## config.mk

```make
export PLATFORM = sky130hd
export DESIGN_NAME = mant_div_24bit
export DESIGN_NICKNAME = d
export VERILOG_FILES = /design/src/rtl/mant_div_24bit_pkg.sv /design/src/rtl/mant_div_24bit_step.sv /design/src/rtl/mant_div_24bit.sv
export SDC_FILE = /design/constraint.sdc
export NUM_CORES = 1
export LEC_CHECK = 0
export CORE_MARGIN = 2
export CORE_UTILIZATION = 48
export DETAILED_ROUTE_END_ITERATION = 12
export PLACE_DENSITY = 0.77
export SLEW_MARGIN = 20
export SYNTH_ARGS = -nofsm -noshare
export SYNTH_HDL_FRONTEND = slang
export SYNTH_HIERARCHICAL = 1
export SYNTH_SLANG_ARGS = --single-unit
```

## constraint.sdc

```tcl
create_clock -name clk -period 11 [get_ports clk]
set_input_delay 2.2 -clock clk [delete_from_list [all_inputs] [get_ports clk]]
set_output_delay 2.2 -clock clk [all_outputs]
set_load 0.01 [all_outputs]
```

## src/rtl/mant_div_24bit_pkg.sv

```systemverilog
// Package: mant_div_24bit_pkg
// Shared definitions for the sequential mantissa divider.
//   MW_DEF  : default mantissa width, hidden bit included
//   QW_DEF  : default quotient width (1 integer bit + MW+1 fraction bits)
//   state_t : divider FSM state encoding (IDLE / RUN / DONE)
package mant_div_24bit_pkg;

   localparam int MW_DEF = 24;
   localparam int QW_DEF = MW_DEF + 2;

   typedef enum logic [1:0] {
      S_IDLE = 2'd0,
      S_RUN  = 2'd1,
      S_DONE = 2'd2
   } state_t;

endpackage

```

## src/rtl/mant_div_24bit_step.sv

```systemverilog
// Module: mant_div_24bit_step
// One restoring-division step. It is purely combinational.
// The remainder is compared against the divisor by trial subtraction.
// The result is either the difference or the restored remainder, shifted left by one.
// Ports:
//   rem      in  W  current partial remainder
//   div      in  W  divisor, zero-extended to W bits
//   qbit     out 1  quotient bit (1 when rem >= div)
//   rem_next out W  next partial remainder, already shifted left by one
module mant_div_24bit_step #(
   parameter int W = 26
) (
   input  logic [W-1:0] rem,
   input  logic [W-1:0] div,
   output logic         qbit,
   output logic [W-1:0] rem_next
);

   logic [W:0]   carry;
   logic [W-1:0] diff;

   // rem - div is computed as rem + ~div + 1 on a ripple chain of full adders.
   // A carry out of the top bit means no borrow, so rem >= div.
   assign carry[0] = 1'b1;

   for (genvar i = 0; i < W; i++) begin : g_fa
      logic x, y;
      assign x           = rem[i];
      assign y           = ~div[i];
      assign diff[i]     = x ^ y ^ carry[i];
      assign carry[i+1]  = (x & y) | (carry[i] & (x ^ y));
   end

   assign qbit     = carry[W];
   assign rem_next = qbit ? {diff[W-2:0], 1'b0} : {rem[W-2:0], 1'b0};

endmodule

```

## src/rtl/mant_div_24bit.sv

```systemverilog
// Module: mant_div_24bit
// Sequential restoring radix-2 mantissa divider that produces one quotient bit per clock.
// It computes q = floor(a * 2^(MW+1) / b) for normalized mantissas in [1,2).
// The sticky bit flags a nonzero final remainder for the downstream rounding stage.
// When b == 0, q is all ones, sticky = 1 and div_zero = 1, and done follows the accepting edge.
// Build option:
//   DIV_EARLY_TERM_EN : finish as soon as the partial remainder becomes zero.
//                       The remaining low quotient bits are zero-filled.
// Ports:
//   clk      in  1   clock, rising edge
//   rst_n    in  1   asynchronous active-low reset
//   start    in  1   start request, sampled only when not busy
//   a        in  MW  dividend mantissa
//   b        in  MW  divisor mantissa
//   busy     out 1   high while dividing
//   done     out 1   one-cycle completion pulse
//   q        out QW  quotient, held until the next accepted start
//   sticky   out 1   final remainder nonzero
//   div_zero out 1   divisor was zero
module mant_div_24bit
   import mant_div_24bit_pkg::*;
#(
   parameter int MW = MW_DEF
) (
   input  logic            clk,
   input  logic            rst_n,
   input  logic            start,
   input  logic [MW-1:0]   a,
   input  logic [MW-1:0]   b,
   output logic            busy,
   output logic            done,
   output logic [MW+1:0]   q,
   output logic            sticky,
   output logic            div_zero
);

   localparam int QW = MW + 2;
   localparam int RW = MW + 2;
   localparam int CW = $clog2(QW);

   state_t          state, state_next;
   logic [RW-1:0]   rem;
   logic [MW-1:0]   div;
   logic [CW-1:0]   cnt;

   logic            accept;
   logic            finish;
   logic            qbit;
   logic [RW-1:0]   rem_next;
   logic [QW-1:0]   q_shift;
   logic            early_zero;

   mant_div_24bit_step #(.W(RW)) u_step (
      .rem      (rem),
      .div      ({2'b00, div}),
      .qbit     (qbit),
      .rem_next (rem_next)
   );

   assign q_shift = {q[QW-2:0], qbit};

`ifdef DIV_EARLY_TERM_EN
   assign early_zero = (rem_next == '0);
`else
   assign early_zero = 1'b0;
`endif

   // State register.
   // NOTE: sequential state uses non-blocking assignments so every register samples pre-edge values.
   always_ff @(posedge clk or negedge rst_n) begin
      if (!rst_n) state <= S_IDLE;
      else        state <= state_next;
   end

   // Next-state logic.
   // NOTE: every output of this block gets a default first, so no path can infer a latch.
   always_comb begin
      state_next = state;
      accept     = 1'b0;
      finish     = 1'b0;
      unique case (state)
         S_IDLE, S_DONE: begin
            state_next = S_IDLE;
            if (start) begin
               accept     = 1'b1;
               state_next = (b == '0) ? S_DONE : S_RUN;
            end
         end
         S_RUN: begin
            if (cnt == '0 || early_zero) begin
               finish     = 1'b1;
               state_next = S_DONE;
            end
         end
         default: state_next = S_IDLE;
      endcase
   end

   // Datapath: remainder, divisor, bit counter, quotient and status flags.
   always_ff @(posedge clk or negedge rst_n) begin
      if (!rst_n) begin
         rem      <= '0;
         div      <= '0;
         cnt      <= '0;
         q        <= '0;
         sticky   <= 1'b0;
         div_zero <= 1'b0;
      end else if (accept) begin
         if (b == '0) begin
            q        <= '1;
            sticky   <= 1'b1;
            div_zero <= 1'b1;
         end else begin
            rem      <= {2'b00, a};
            div      <= b;
            cnt      <= CW'(QW - 1);
            q        <= '0;
            sticky   <= 1'b0;
            div_zero <= 1'b0;
         end
      end else if (state == S_RUN) begin
         rem <= rem_next;
         cnt <= cnt - CW'(1);
         if (early_zero) begin
            // The remainder is exhausted, so every quotient bit still to come is zero.
            q      <= q_shift << cnt;
            sticky <= 1'b0;
         end else begin
            q <= q_shift;
            if (finish) sticky <= (rem_next != '0);
         end
      end
   end

   assign busy = (state == S_RUN);
   assign done = (state == S_DONE);

endmodule

```

# Word-level counts from Yosys, hierarchy flattened
# Index checks and enable logic that the tools add are counted.
# totals
register_bits,85
inputBits,51
output_inout_bits,30
wordCells,195
# op_classes
addsub,1
n_eq_ne,4
n_mux,22
bitwise_logic,151
n_reduce_logical,10
# ops
cell,count
$mux W26,7
$and A1 B1 Y1,49
$xor A1 B1 Y1,48
$not A1 Y1,28
$or A1 B1 Y1,26
$reduce_bool A26 Y1,1
$logic_not A24 Y1,1
$mux W5,3
$mux W1,8
$mux W2,3
$reduce_and A2 Y1,3
$logic_not A5 Y1,1
$sub A5 B1 Y5 const B,1
$pmux W2 S2,1
$reduce_bool A2 Y1,2
$eq A2 B1 Y1 const B,1
$eq A2 B2 Y1 const B,1
$logic_not A2 Y1,1
$ne A2 B1 Y1 const B,1
$ne A2 B2 Y1 const B,1
$reduce_or A2 Y1,1

# Longest topological paths before layout
# Gate-level depths: netlist of the first run.
# depth
word_depth,58
mapped_depth,35
mapped_depth_nobuf,33

# Hierarchy
# The synthesis of the first run kept the hierarchy.
# by_module_without_submodules
mod,n_inst,cells_each,area_per_inst_um2,seq_area_each_um2
mant_div_24bit,1,325,3699.8,2127.0
mant_div_24bit_step,1,84,929.6,0.0

# Worst setup path before layout of the first run
# OpenSTA, ideal clock, no wires.
# synth_path
path_type,reg2reg
startpoint,register rem[0]
endpoint,register sticky
setup_time_ns,0.132
t_arrival_ns,10.859
required_ns,10.868
path_slack_ns,0.009
stages_incl_launch_ff,35
n_path_buf,1
synth_period_minus_slack_ns,10.991
path_cell_list,dfrtp_1 -> inv_1 -> ha_1 -> fa_1 -> fa_1 -> fa_1 -> fa_1 -> fa_1 -> fa_1 -> fa_1 -> fa_1 -> fa_1 -> fa_1 -> fa_1 -> fa_1 -> fa_1 -> fa_1 -> fa_1 -> fa_1 -> fa_1 -> fa_1 -> fa_1 -> fa_1 -> fa_1 -> fa_1 -> inv_1 -> fa_1 -> fa_1 -> a21o_1 -> buf_6 -> mux2_2 -> or4_1 -> nor2_1 -> a31oi_1 -> or3b_1
# synth_via
elab_chain_cells,57
word_cells_on_any_way,83
cone_classes,mux (4); bitwise (78); reduce/logical (1)
# synth_lines
element,line_no,rtl
from (decl),mant_div_24bit.sv:42,logic [RW-1:0] rem;
from (signal assigned),mant_div_24bit.sv:114,"rem <= {2'b00, a};"
from (signal assigned),mant_div_24bit.sv:122,rem <= rem_next;
$and A1 B1 Y1 or $xor A1 B1 Y1 (tied branches),mant_div_24bit_step.sv:31,assign carry[i+1] = (x & y) | (carry[i] & (x ^ y));
$or A1 B1 Y1 *,mant_div_24bit_step.sv:31,
$and A1 B1 Y1 *,mant_div_24bit_step.sv:31,
$or A1 B1 Y1 *,mant_div_24bit_step.sv:31,
$and A1 B1 Y1 *,mant_div_24bit_step.sv:31,
$or A1 B1 Y1 *,mant_div_24bit_step.sv:31,
$and A1 B1 Y1 *,mant_div_24bit_step.sv:31,
$or A1 B1 Y1 *,mant_div_24bit_step.sv:31,
[42 not listed],n/a,
$and A1 B1 Y1,mant_div_24bit_step.sv:31,
$or A1 B1 Y1,mant_div_24bit_step.sv:31,
$mux W26 *,mant_div_24bit_step.sv:35,"assign rem_next = qbit ? {diff[W-2:0], 1'b0} : {rem[W-2:0], 1'b0};"
named net rem_next[24],mant_div_24bit.sv:49,logic [RW-1:0] rem_next;
$reduce_bool A26 Y1 *,mant_div_24bit.sv:130,if (finish) sticky <= (rem_next != '0);
$mux W1 *,mant_div_24bit.sv:130,
$mux W1 *,mant_div_24bit.sv:121,end else if (state == S_RUN) begin
$mux W1 *,mant_div_24bit.sv:108,end else if (accept) begin
to (signal assigned),mant_div_24bit.sv:130,
to (decl),mant_div_24bit.sv:33,"output logic sticky,"
# Mark *: on every way through the listed nets, which the timed path passes. The rest lies on a longest branch. The select of a mux whose other input is x is not followed.
# A chain may end at the register's enable or synchronous reset.

# Worst setup path after layout of the first run
# layout_path
startpoint,register rem[0]
endpoint,register sticky
# layout_via
elab_chain_cells,57
word_cells_on_any_way,83
cone_classes,mux (4); bitwise (78); reduce/logical (1)
# layout_lines
element,line_no,rtl
$and A1 B1 Y1 or $xor A1 B1 Y1 (tied branches),mant_div_24bit_step.sv:31,
$or A1 B1 Y1 *,mant_div_24bit_step.sv:31,
$and A1 B1 Y1 *,mant_div_24bit_step.sv:31,
$or A1 B1 Y1 *,mant_div_24bit_step.sv:31,
$and A1 B1 Y1 *,mant_div_24bit_step.sv:31,
$or A1 B1 Y1 *,mant_div_24bit_step.sv:31,
$and A1 B1 Y1 *,mant_div_24bit_step.sv:31,
$or A1 B1 Y1 *,mant_div_24bit_step.sv:31,
[43 not listed],n/a,
$or A1 B1 Y1 *,mant_div_24bit_step.sv:31,
named net qbit,mant_div_24bit.sv:48,logic qbit;
$mux W26 *,mant_div_24bit_step.sv:35,
named net rem_next[23],mant_div_24bit.sv:49,
$reduce_bool A26 Y1 *,mant_div_24bit.sv:130,
$mux W1 *,mant_div_24bit.sv:130,
$mux W1 *,mant_div_24bit.sv:121,
$mux W1 *,mant_div_24bit.sv:108,
# Marked as above.

==> flow_metrics.py, run 1 <==
metrics = {
    "outcome": {
        "status": "finished clean",
    },
    "logic_synthesis": {
        "synthFlopType": "dfrtp_1",
        "synth_edf_count": 0,
        "synth_area_sq_um": 4630,
        "yosys_register_bits": 85,
        "ys_seq_area_share_pct": 45.9,
        "syn-instance-count": 409,
        "avgSynthCellArea_sq_um": 11.3,
        "yosys_warnings": 6,
        "async_flop_share_pct": 100,
        "synth_cell_types": 38,
    },
    "critical_path": {
        "reg2reg_from": "rem[0]",
        "crit_slowest_cell": "or4_4",
        "worstPathMaxFanout": 7,
        "crit_path_end_kind": "flip-flop",
        "cp-start-kind": "flip-flop",
        "arrival_ps": 11180,
        "critPathLaunch": "rem[0]",
        "reg2reg_depth": 36,
        "crit_top_cell": "fa_2",
        "slowest_delay_ps": 510,
        "cp_data_required_time_ps": 11260,
        "crit_type": "reg2reg",
        "r2r_setup_slack_ps": 70,
        "critPathCapture": "sticky",
        "r2r-end": "sticky",
    },
    "clock_network": {
        "cts_sinks": 85,
        "root_buffer": "clkbuf_8",
        "holdBufCountCts": 0,
        "clock_latency_ps": 370,
        "numCtsBuffers": 9,
        "clock_path_buffers": 2,
        "h-tree-depth": 3,
        "clk_pin_slew_ps": 100,
        "cts_tree": "built",
    },
    "layout": {
        "final_cell_mix": "dfrtp_1 (85), clkdlybuf4s50_1 (79), nor2_1 (54)",
        "drive_gt1_share_pct": 15.6,
        "nets": 573,
        "mostFrequentLayoutCell": "dfrtp_1",
        "num_antenna_cells": 0,
        "area_delta_synth_final_pct": 27.9,
        "final_area_sq_um": 5920,
    },
    "routing": {
        "wirelength_mm": 11.4,
        "ant_nets": 0,
        "drc_errors": 0,
        "routed_via_density": 5.79,
        "via_count": 3644,
        "drt_iter0_drc": 183,
        "wl_per_cell_microns": 18.1,
        "drt-pass1-iter-count": 4,
    },
    "timing": {
        "finalSetupViolCount": 0,
        "slew_violations": 0,
        "relSlewSlack_pct": 29.8,
        "fin_crit_ps": 10930,
        "timing.final.hold_violations": 0,
        "clock_skew_ps": 13.6,
        "min_period_over_period_pct": 99.3,
        "tightest_slew_ps": 1050,
        "rsz0062_at_grt": "true",
        "clock.fmax_mhz": 91.5,
    },
    "pwr": {
        "p_per_area_nw_per_um2": 338,
        "p_leak_nw": 2.54,
        "power_mw": 2.00,
        "peakVddDrop_uv": 164,
    },
    "grt": {
        "antenna_found_initial": 0,
        "grt_pass1_vias": 3749,
        "grt_max_degree": 86,
        "grt-ovfl-total": 0,
        "grt_pass1_wl_mm": 18.6,
        "grtUsageTotal_pct": 23.0,
    },
    "placed_design": {
        "portBuffers": 80,
        "gp_congestion": 0.810,
        "place_area_sq_um": 5530,
        "dp_hpwl_mm": 7.72,
    },
    "flow_run": {
        "maxCapViolCount": 0,
    },
    "die": {
        "die_area_sq_um": 10400,
        "core_area_sq_um": 9280,
        "io_pins": 81,
        "die_h_microns": 102,
        "rows": 35,
        "start_util_pct": 49.9,
        "die_width_microns": 102,
    },
    "hold_path": {
        "hold_class": "reg2reg",
        "hp-start": "div_zero",
    },
}
[routing by layer]
metal | GRT usage, % | up-vias | part of all wire (%)
met4 | 7.69 | 0 | 1.9
li1 | - | 1646 | -
met5 | 0 | - | 0
met3 | 5.13 | 23 | 5.2
met1 | 31.1 | 1848 | 43
met2 | 37.3 | 127 | 49
[worst max-delay path: cells and delay by family (launching register included)]
family | cells | cell delay (ps)
muxes | 1 | 90
buffers and inverters | 5 | 570
adders and majority gates | 25 | 8510
and+or+nand+nor | 3 | 990
DFF | 1 | 360
AOI/OAI and AO/OA | 2 | 270
[layout make-up]
| class | count | area, sq um |
|---|---|---|
| Tap cell | 129 | 161 |
| Clock buffer | 9 | 124 |
| Sequential cell | 85 | 2130 |
| Multi-Input combinational cell | 261 | 2270 |
| Inverter | 30 | 113 |
| Timing Repair Buffer | 108 | 1040 |
| Clock inverter | 7 | 86.3 |
| Fill cell | 725 | 3360 |
[cell families after synthesis]
kind of cell | Yosys count | synth area share (%)
and+or+nand+nor | 93 | 9.38
DFF | 85 | 45.9
AOI/OAI and AO/OA | 96 | 16.7
buffers and inverters | 64 | 7.08
muxes | 42 | 9.57
other | 2 | 0.162
adders and majority gates | 27 | 11.2
[worst min-delay path by stage]
stage,slack [ps],to,depth (start not counted)
after floorplan,480,div[23],1
after global placement,470,div_zero,1
after detailed placement,470,div_zero,1
after CTS,500,div_zero,1
after global routing,520,div_zero,1
final,510,div_zero,1
[power by group]
| part | internal [mW] | switching, mW |
|---|---|---|
| Sequential | 0.468 | 0.120 |
| Clock | 0.111 | 0.128 |
| Combinational | 0.603 | 0.573 |
| Total | 1.18 | 0.822 |
[what timing repair did]
| action | 4_1_cts | 5_1_grt |
|---|---|---|
| setup endpoints to repair | 6 | 1 |
| pin swaps | 2 | 8 |
| resized for setup | 14 | 17 |
| buffers inserted | 0 | 11 |
[registers in the layout, indices dropped and copies added, names as in the netlist]
register  count
rem          26
div          24
sticky        1
div_zero      1
cnt           5
state         2
q            26
[Yosys cell counts, types with 3 or more instances]
master	n	area, sq um
buf_2	14	70.1
ha_1	3	37.5
or4_1	3	22.5
a221o_1	26	260
mux2i_1	24	240
mux2_1	14	158
nor2_1	54	203
fa_1	24	480
o21ai_0	4	20.0
clkbuf_1	11	41.3
a211oi_1	48	360
nand3_1	3	15.0
nor4_1	10	62.6
buf_4	4	30.0
a21oi_1	4	20.0
nand2_1	8	30.0
a21o_1	3	22.5
buf_6	3	33.8
inv_1	29	109
mux2_2	4	45.0
dfrtp_1	85	2130
a22o_1	8	70.1
[through the flow]
stage | hold WS (ps) | cells | utilization [%] | setup WS [ps] | TNS (ps)
2_1_floorplan | 479 | 410 | - | 9.26 | 0
3_3_place_gp | 473 | 602 | 59.6 | -209 | -209
3_5_place_dp | 474 | 602 | 59.6 | -587 | -802
4_1_cts | 496 | 618 | 62.3 | 15.7 | 0
5_1_grt | 520 | 629 | 63.8 | -206 | -206
6_report | 507 | 629 | 63.8 | 72.6 | 0
No activity file was read; power rests on OpenSTA's default activity.
==> run 2: changes to the inputs <==
--- a/config.mk
+++ b/config.mk
@@ -6,9 +6,12 @@
 export NUM_CORES = 1
 export LEC_CHECK = 0
 export CORE_MARGIN = 2
-export CORE_UTILIZATION = 48
+export CORE_UTILIZATION = 50
+export CTS_BUF_LIST = sky130_fd_sc_hd__clkbuf_4 sky130_fd_sc_hd__clkbuf_8
 export DETAILED_ROUTE_END_ITERATION = 12
-export PLACE_DENSITY = 0.77
+export PLACE_DENSITY = 0.79
+export REMOVE_ABC_BUFFERS = 1
+export SETUP_SLACK_MARGIN = 0.5
 export SLEW_MARGIN = 20
 export SYNTH_ARGS = -nofsm -noshare
 export SYNTH_HDL_FRONTEND = slang
==> run 2 against run 1 <==
Global-route usage is 1.4 points higher. Via count is 2.0% lower. Routed wire length is 1.7% higher. Core utilization is 0.80 points higher. Sequential share of layout area is 0.24 points higher. Critical path depth is 2 lower. Sequential power hardly changed. Combinational power hardly changed. Critical path type unchanged. Critical endpoint unchanged. Largest cell class unchanged.
==> flow_metrics.py, run 2 (synthesized netlist as in run 1, its figures left out) <==
metrics = {
    "outcome": {
        "status": "finished clean",
    },
    "clock_network": {
        "holdBufCountCts": 0,
        "numCtsBuffers": 9,
        "clock_path_buffers": 2,
        "clock_latency_ps": 360,
        "clk_pin_slew_ps": 90,
        "h-tree-depth": 3,
        "root_buffer": "clkbuf_8",
        "cts_sinks": 85,
        "cts_tree": "built",
    },
    "layout": {
        "mostFrequentLayoutCell": "dfrtp_1",
        "area_delta_synth_final_pct": 27.1,
        "reg_top3": "q (26), rem (26), div (24)",
        "final_cell_mix": "dfrtp_1 (85), clkdlybuf4s50_1 (79), nor2_1 (53)",
        "drive_gt1_share_pct": 14.7,
        "num_antenna_cells": 0,
        "nets": 569,
    },
    "critical_path": {
        "slowest_delay_ps": 530,
        "cp.buffers_inverters": 3,
        "crit_path_end_kind": "flip-flop",
        "worstPathMaxFanout": 2,
        "arrival_ps": 10960,
        "crit_top_cell": "fa_2",
        "crit_family": "adder cells",
        "cp-start-kind": "flip-flop",
        "crit_type": "reg2reg",
        "crit_slowest_cell": "or4_4",
        "cp_data_required_time_ps": 11220,
    },
    "die": {
        "core_area_sq_um": 9110,
        "die_area_sq_um": 10000,
        "die_width_microns": 100,
        "rows": 35,
        "die_h_microns": 100,
        "start_util_pct": 50.8,
        "io_pins": 81,
    },
    "grt": {
        "grt_util_met1_pct": 33.0,
        "grt-ovfl-total": 0,
        "grtUsageTotal_pct": 24.4,
        "globalRouteMet2Util_pct": 39.0,
        "grt_max_degree": 86,
        "grt_pass1_vias": 3898,
        "antenna_found_initial": 0,
        "grt_pass1_wl_mm": 19.4,
        "busiest_layer": "met2",
        "gr-usage-met3_pct": 6.27,
    },
    "timing": {
        "tightest_slew_ps": 1040,
        "finalSetupViolCount": 0,
        "rsz0062_at_grt": "true",
        "relSlewSlack_pct": 30.4,
        "clock_skew_ps": 12.7,
        "min_period_over_period_pct": 97.6,
        "tns_ps": 0,
        "fin_crit_ps": 10740,
        "clock.fmax_mhz": 93.1,
        "slew_violations": 0,
        "timing.final.hold_violations": 0,
    },
    "routing": {
        "drt_iter0_drc": 176,
        "ant_nets": 0,
        "routed_via_density": 5.88,
        "wirelength_mm": 11.6,
        "drc_errors": 0,
        "via_count": 3570,
        "wl_per_cell_microns": 19.1,
        "drt-pass1-iter-count": 4,
    },
    "pwr": {
        "p_per_area_nw_per_um2": 342,
        "p_leak_nw": 2.53,
        "peakVddDrop_uv": 156,
        "power_mw": 2.01,
    },
    "placed_design": {
        "dp_hpwl_mm": 7.55,
        "gp_congestion": 0.773,
        "portBuffers": 80,
    },
    "hold_path": {
        "hold_class": "reg2reg",
    },
    "flow_run": {
        "maxCapViolCount": 0,
    },
}
[run 2: timing repair]
action                                 4_1_cts  5_1_grt
pin swaps                                    4        3
buffers inserted                             2        0
setup endpoints to repair                   26        1
endpoints found under the hold margin        0        0
gates resized for setup                     25        3
[run 2: stage by stage]
step	cell area (sq um)	worst slack (ps)	util (%)	hold WS, ps	instances
2_1_floorplan	4420	-602	-	480	376
6_report	5880	264	64.6	493	607
3_3_place_gp	5530	-268	60.7	462	589
5_1_grt	5880	55.4	64.6	514	607
3_5_place_dp	5530	-591	60.7	474	589
4_1_cts	5860	313	64.4	499	607
[run 2: where the power goes]
group          switching, mW  internal, mW
clock network          0.115         0.148
logic                  0.561         0.599
registers              0.120         0.468
[run 2: layout make-up]
type                            count  area, sq um
Fill cell                         686         3230
Multi-Input combinational cell    261         2260
Sequential cell                    85         2130
Timing Repair Buffer              104          998
Clock buffer                       12          165
Tap cell                          111          139
Inverter                           30          113
Clock inverter                      4         77.6
[run 2: worst paths after layout]
kind / slack (ps) / endpoint / startpoint / depth (start not counted)
hold reg to reg: 490 / div_zero / div_zero / 1
setup reg to reg: 260 / sticky / rem[0] / 34
setup / recovery: 260 / sticky / rem[0] / 34
max in group asynchronous: 8600 / rem[24] / rst_n / 1
hold / removal: 490 / div_zero / div_zero / 1
min in group asynchronous: 1890 / div[12] / rst_n / 1
[run 2: metal layers]
| layer | vias up | share of wire, % |
|---|---|---|
| met5 | - | 0 |
| met1 | 1801 | 44 |
| met3 | 19 | 7.1 |
| met4 | 0 | 2.0 |
| li1 | 1629 | - |
| met2 | 121 | 47 |
==> run 3: changes to the inputs <==
--- a/config.mk
+++ b/config.mk
@@ -5,7 +5,6 @@
 export SDC_FILE = /design/constraint.sdc
 export NUM_CORES = 1
 export LEC_CHECK = 0
-export CORE_MARGIN = 2
 export CORE_UTILIZATION = 50
 export CTS_BUF_LIST = sky130_fd_sc_hd__clkbuf_4 sky130_fd_sc_hd__clkbuf_8
 export DETAILED_ROUTE_END_ITERATION = 12
==> run 3 against run 2 <==
The flow now finishes with violations (DRC). Fmax rose by 0.24%. Final area rose by 1.1%. Critical path depth did not move. Die area fell by 4.0%. Via count rose by 2.0%. Register-to-register slack improved by 30 ps. Non-clock buffer count rose by 9. Total power rose by 2.2%. Largest cell class unchanged. Highest routed layer unchanged.
==> flow_metrics.py, run 3 (synthesized netlist as in run 1, its figures left out) <==
metrics = {
    "outcome": {
        "status": "finished with violations",
        "violations": "DRC",
    },
    "timing": {
        "finalSetupViolCount": 0,
        "fin_crit_ps": 10710,
        "hold_ws_ps": 504,
        "min_period_over_period_pct": 97.4,
        "tightest_slew_ps": 1140,
        "timing.final.hold_violations": 0,
        "clock.fmax_mhz": 93.4,
        "layout_setup_ws_ps": 290,
        "rsz0062_at_grt": "true",
        "clock_skew_ps": 11.7,
        "relSlewSlack_pct": 24.0,
        "slew_violations": 0,
    },
    "die": {
        "rows": 34,
        "start_util_pct": 52.3,
        "die_width_microns": 98.2,
        "die_area_sq_um": 9650,
        "die_h_microns": 98.2,
        "core_area_sq_um": 8850,
        "io_pins": 81,
    },
    "pwr": {
        "intPower_mw": 1.25,
        "clkPwrFrac_pct": 12.2,
        "peakVddDrop_uv": 159,
        "p_leak_nw": 2.58,
        "switching_share_pct": 39.3,
        "pwr-share-seq_pct": 28.7,
        "pwr-share-comb_pct": 59.0,
        "p_per_area_nw_per_um2": 346,
        "p_switching_mw": 0.807,
    },
    "layout": {
        "area_delta_synth_final_pct": 28.4,
        "final_cell_mix": "dfrtp_1 (85), clkdlybuf4s50_1 (79), nor2_1 (53)",
        "mostFrequentLayoutCell": "dfrtp_1",
        "nets": 578,
        "num_antenna_cells": 0,
        "fin_util_pct": 67.2,
        "drive_gt1_share_pct": 16.0,
        "reg_top3": "q (26), rem (26), div (24)",
    },
    "routing": {
        "wirelength_mm": 11.6,
        "drc_errors": 4,
        "drt-pass1-iter-count": 8,
        "ant_nets": 0,
        "via_count": 3641,
        "drt_iter0_drc": 198,
        "routed_via_density": 5.94,
        "wl_per_cell_microns": 18.9,
    },
    "clock_network": {
        "clock_path_buffers": 2,
        "holdBufCountCts": 0,
        "clk_pin_slew_ps": 90,
        "numCtsBuffers": 9,
        "cts_sinks": 85,
        "root_buffer": "clkbuf_8",
        "cts_tree": "built",
        "h-tree-depth": 3,
        "clock_latency_ps": 370,
    },
    "grt": {
        "grt_max_degree": 86,
        "grtUsageTotal_pct": 24.9,
        "grt_pass1_wl_mm": 18.7,
        "grt-ovfl-total": 0,
        "antenna_found_initial": 0,
        "grt_pass1_vias": 3753,
    },
    "critical_path": {
        "crit_slowest_cell": "or4_1",
        "reg2reg_depth": 34,
        "worstPathMaxFanout": 5,
        "arrival_ps": 10950,
        "crit_type": "reg2reg",
        "crit_path_end_kind": "flip-flop",
        "slowest_delay_ps": 410,
        "cp_data_required_time_ps": 11240,
        "crit_top_cell": "fa_2",
        "cp-start-kind": "flip-flop",
    },
    "hold_path": {
        "hold_class": "reg2reg",
        "hold_depth": 1,
    },
    "placed_design": {
        "pre_cts_ws_ps": -572,
        "gp_congestion": 0.819,
        "portBuffers": 80,
        "dp_hpwl_mm": 7.55,
    },
    "flow_run": {
        "maxCapViolCount": 0,
    },
}
run 3: worst paths after layout:
path	slack, ps	from	endpoint
worst max-delay path	290	rem[0]	sticky
min in group asynchronous	1880	rst_n	q[11]
max in group asynchronous	8600	rst_n	rem[25]
worst min register to register	500	div_zero	div_zero
worst min-delay path	500	div_zero	div_zero
worst max register to register	290	rem[0]	sticky
run 3: metrics by stage:
stage | TNS [ps] | std cells | instance area (sq um) | power (mW)
after floorplan | -602 | 376 | 4420 | 1.23
after global placement | -305 | 594 | 5590 | 1.63
after detailed placement | -826 | 594 | 5590 | 1.71
after CTS | 0 | 612 | 5930 | 2.04
after global routing | 0 | 613 | 5950 | 2.20
final | 0 | 613 | 5950 | 2.05
run 3: cell type report:
class | count | area [sq um]
Sequential cell | 85 | 2130
Clock inverter | 7 | 103
Clock buffer | 9 | 124
Inverter | 30 | 113
Tap cell | 108 | 135
Fill cell | 681 | 2900
Timing Repair Buffer | 113 | 1090
Multi-Input combinational cell | 261 | 2250
run 3: routing by layer:
| layer | track usage (%) | vias to the layer above | routed length, microns |
|---|---|---|---|
| met5 | 0 | - | 0 |
| met3 | 5.58 | 15 | 698 |
| li1 | - | 1652 | - |
| met2 | 41.4 | 114 | 5860 |
| met1 | 32.9 | 1860 | 4860 |
| met4 | 7.00 | 0 | 190 |
run 3: critical path: cells and delay by family, from the launching register on:
kind	cells	cell delay, ps
adder cells (fa/ha/maj)	25	8430
flip-flops	1	360
AND/OR/NAND/NOR	3	970
buffers and inverters	3	430
AO/OA/AOI/OAI	2	280
multiplexers	1	100
run 3: what timing repair did:
| action | 4_1_cts | 5_1_grt |
|---|---|---|
| pin swaps | 4 | 4 |
| endpoints found under the setup margin | 26 | 2 |
| endpoints found under the hold margin | 0 | 0 |
| gates cloned | 1 | 0 |
| buffers inserted | 1 | 1 |
| gates resized for setup | 26 | 2 |
run 3: power by group through the flow:
stage | registers (mW) | logic, mW | clock network [mW]
after CTS | 0.588 | 1.19 | 0.258
after floorplan | 0.575 | 0.651 | 0
after detailed placement | 0.587 | 1.12 | 0
after global placement | 0.581 | 1.05 | 0
final | 0.590 | 1.21 | 0.252
after global routing | 0.609 | 1.32 | 0.269
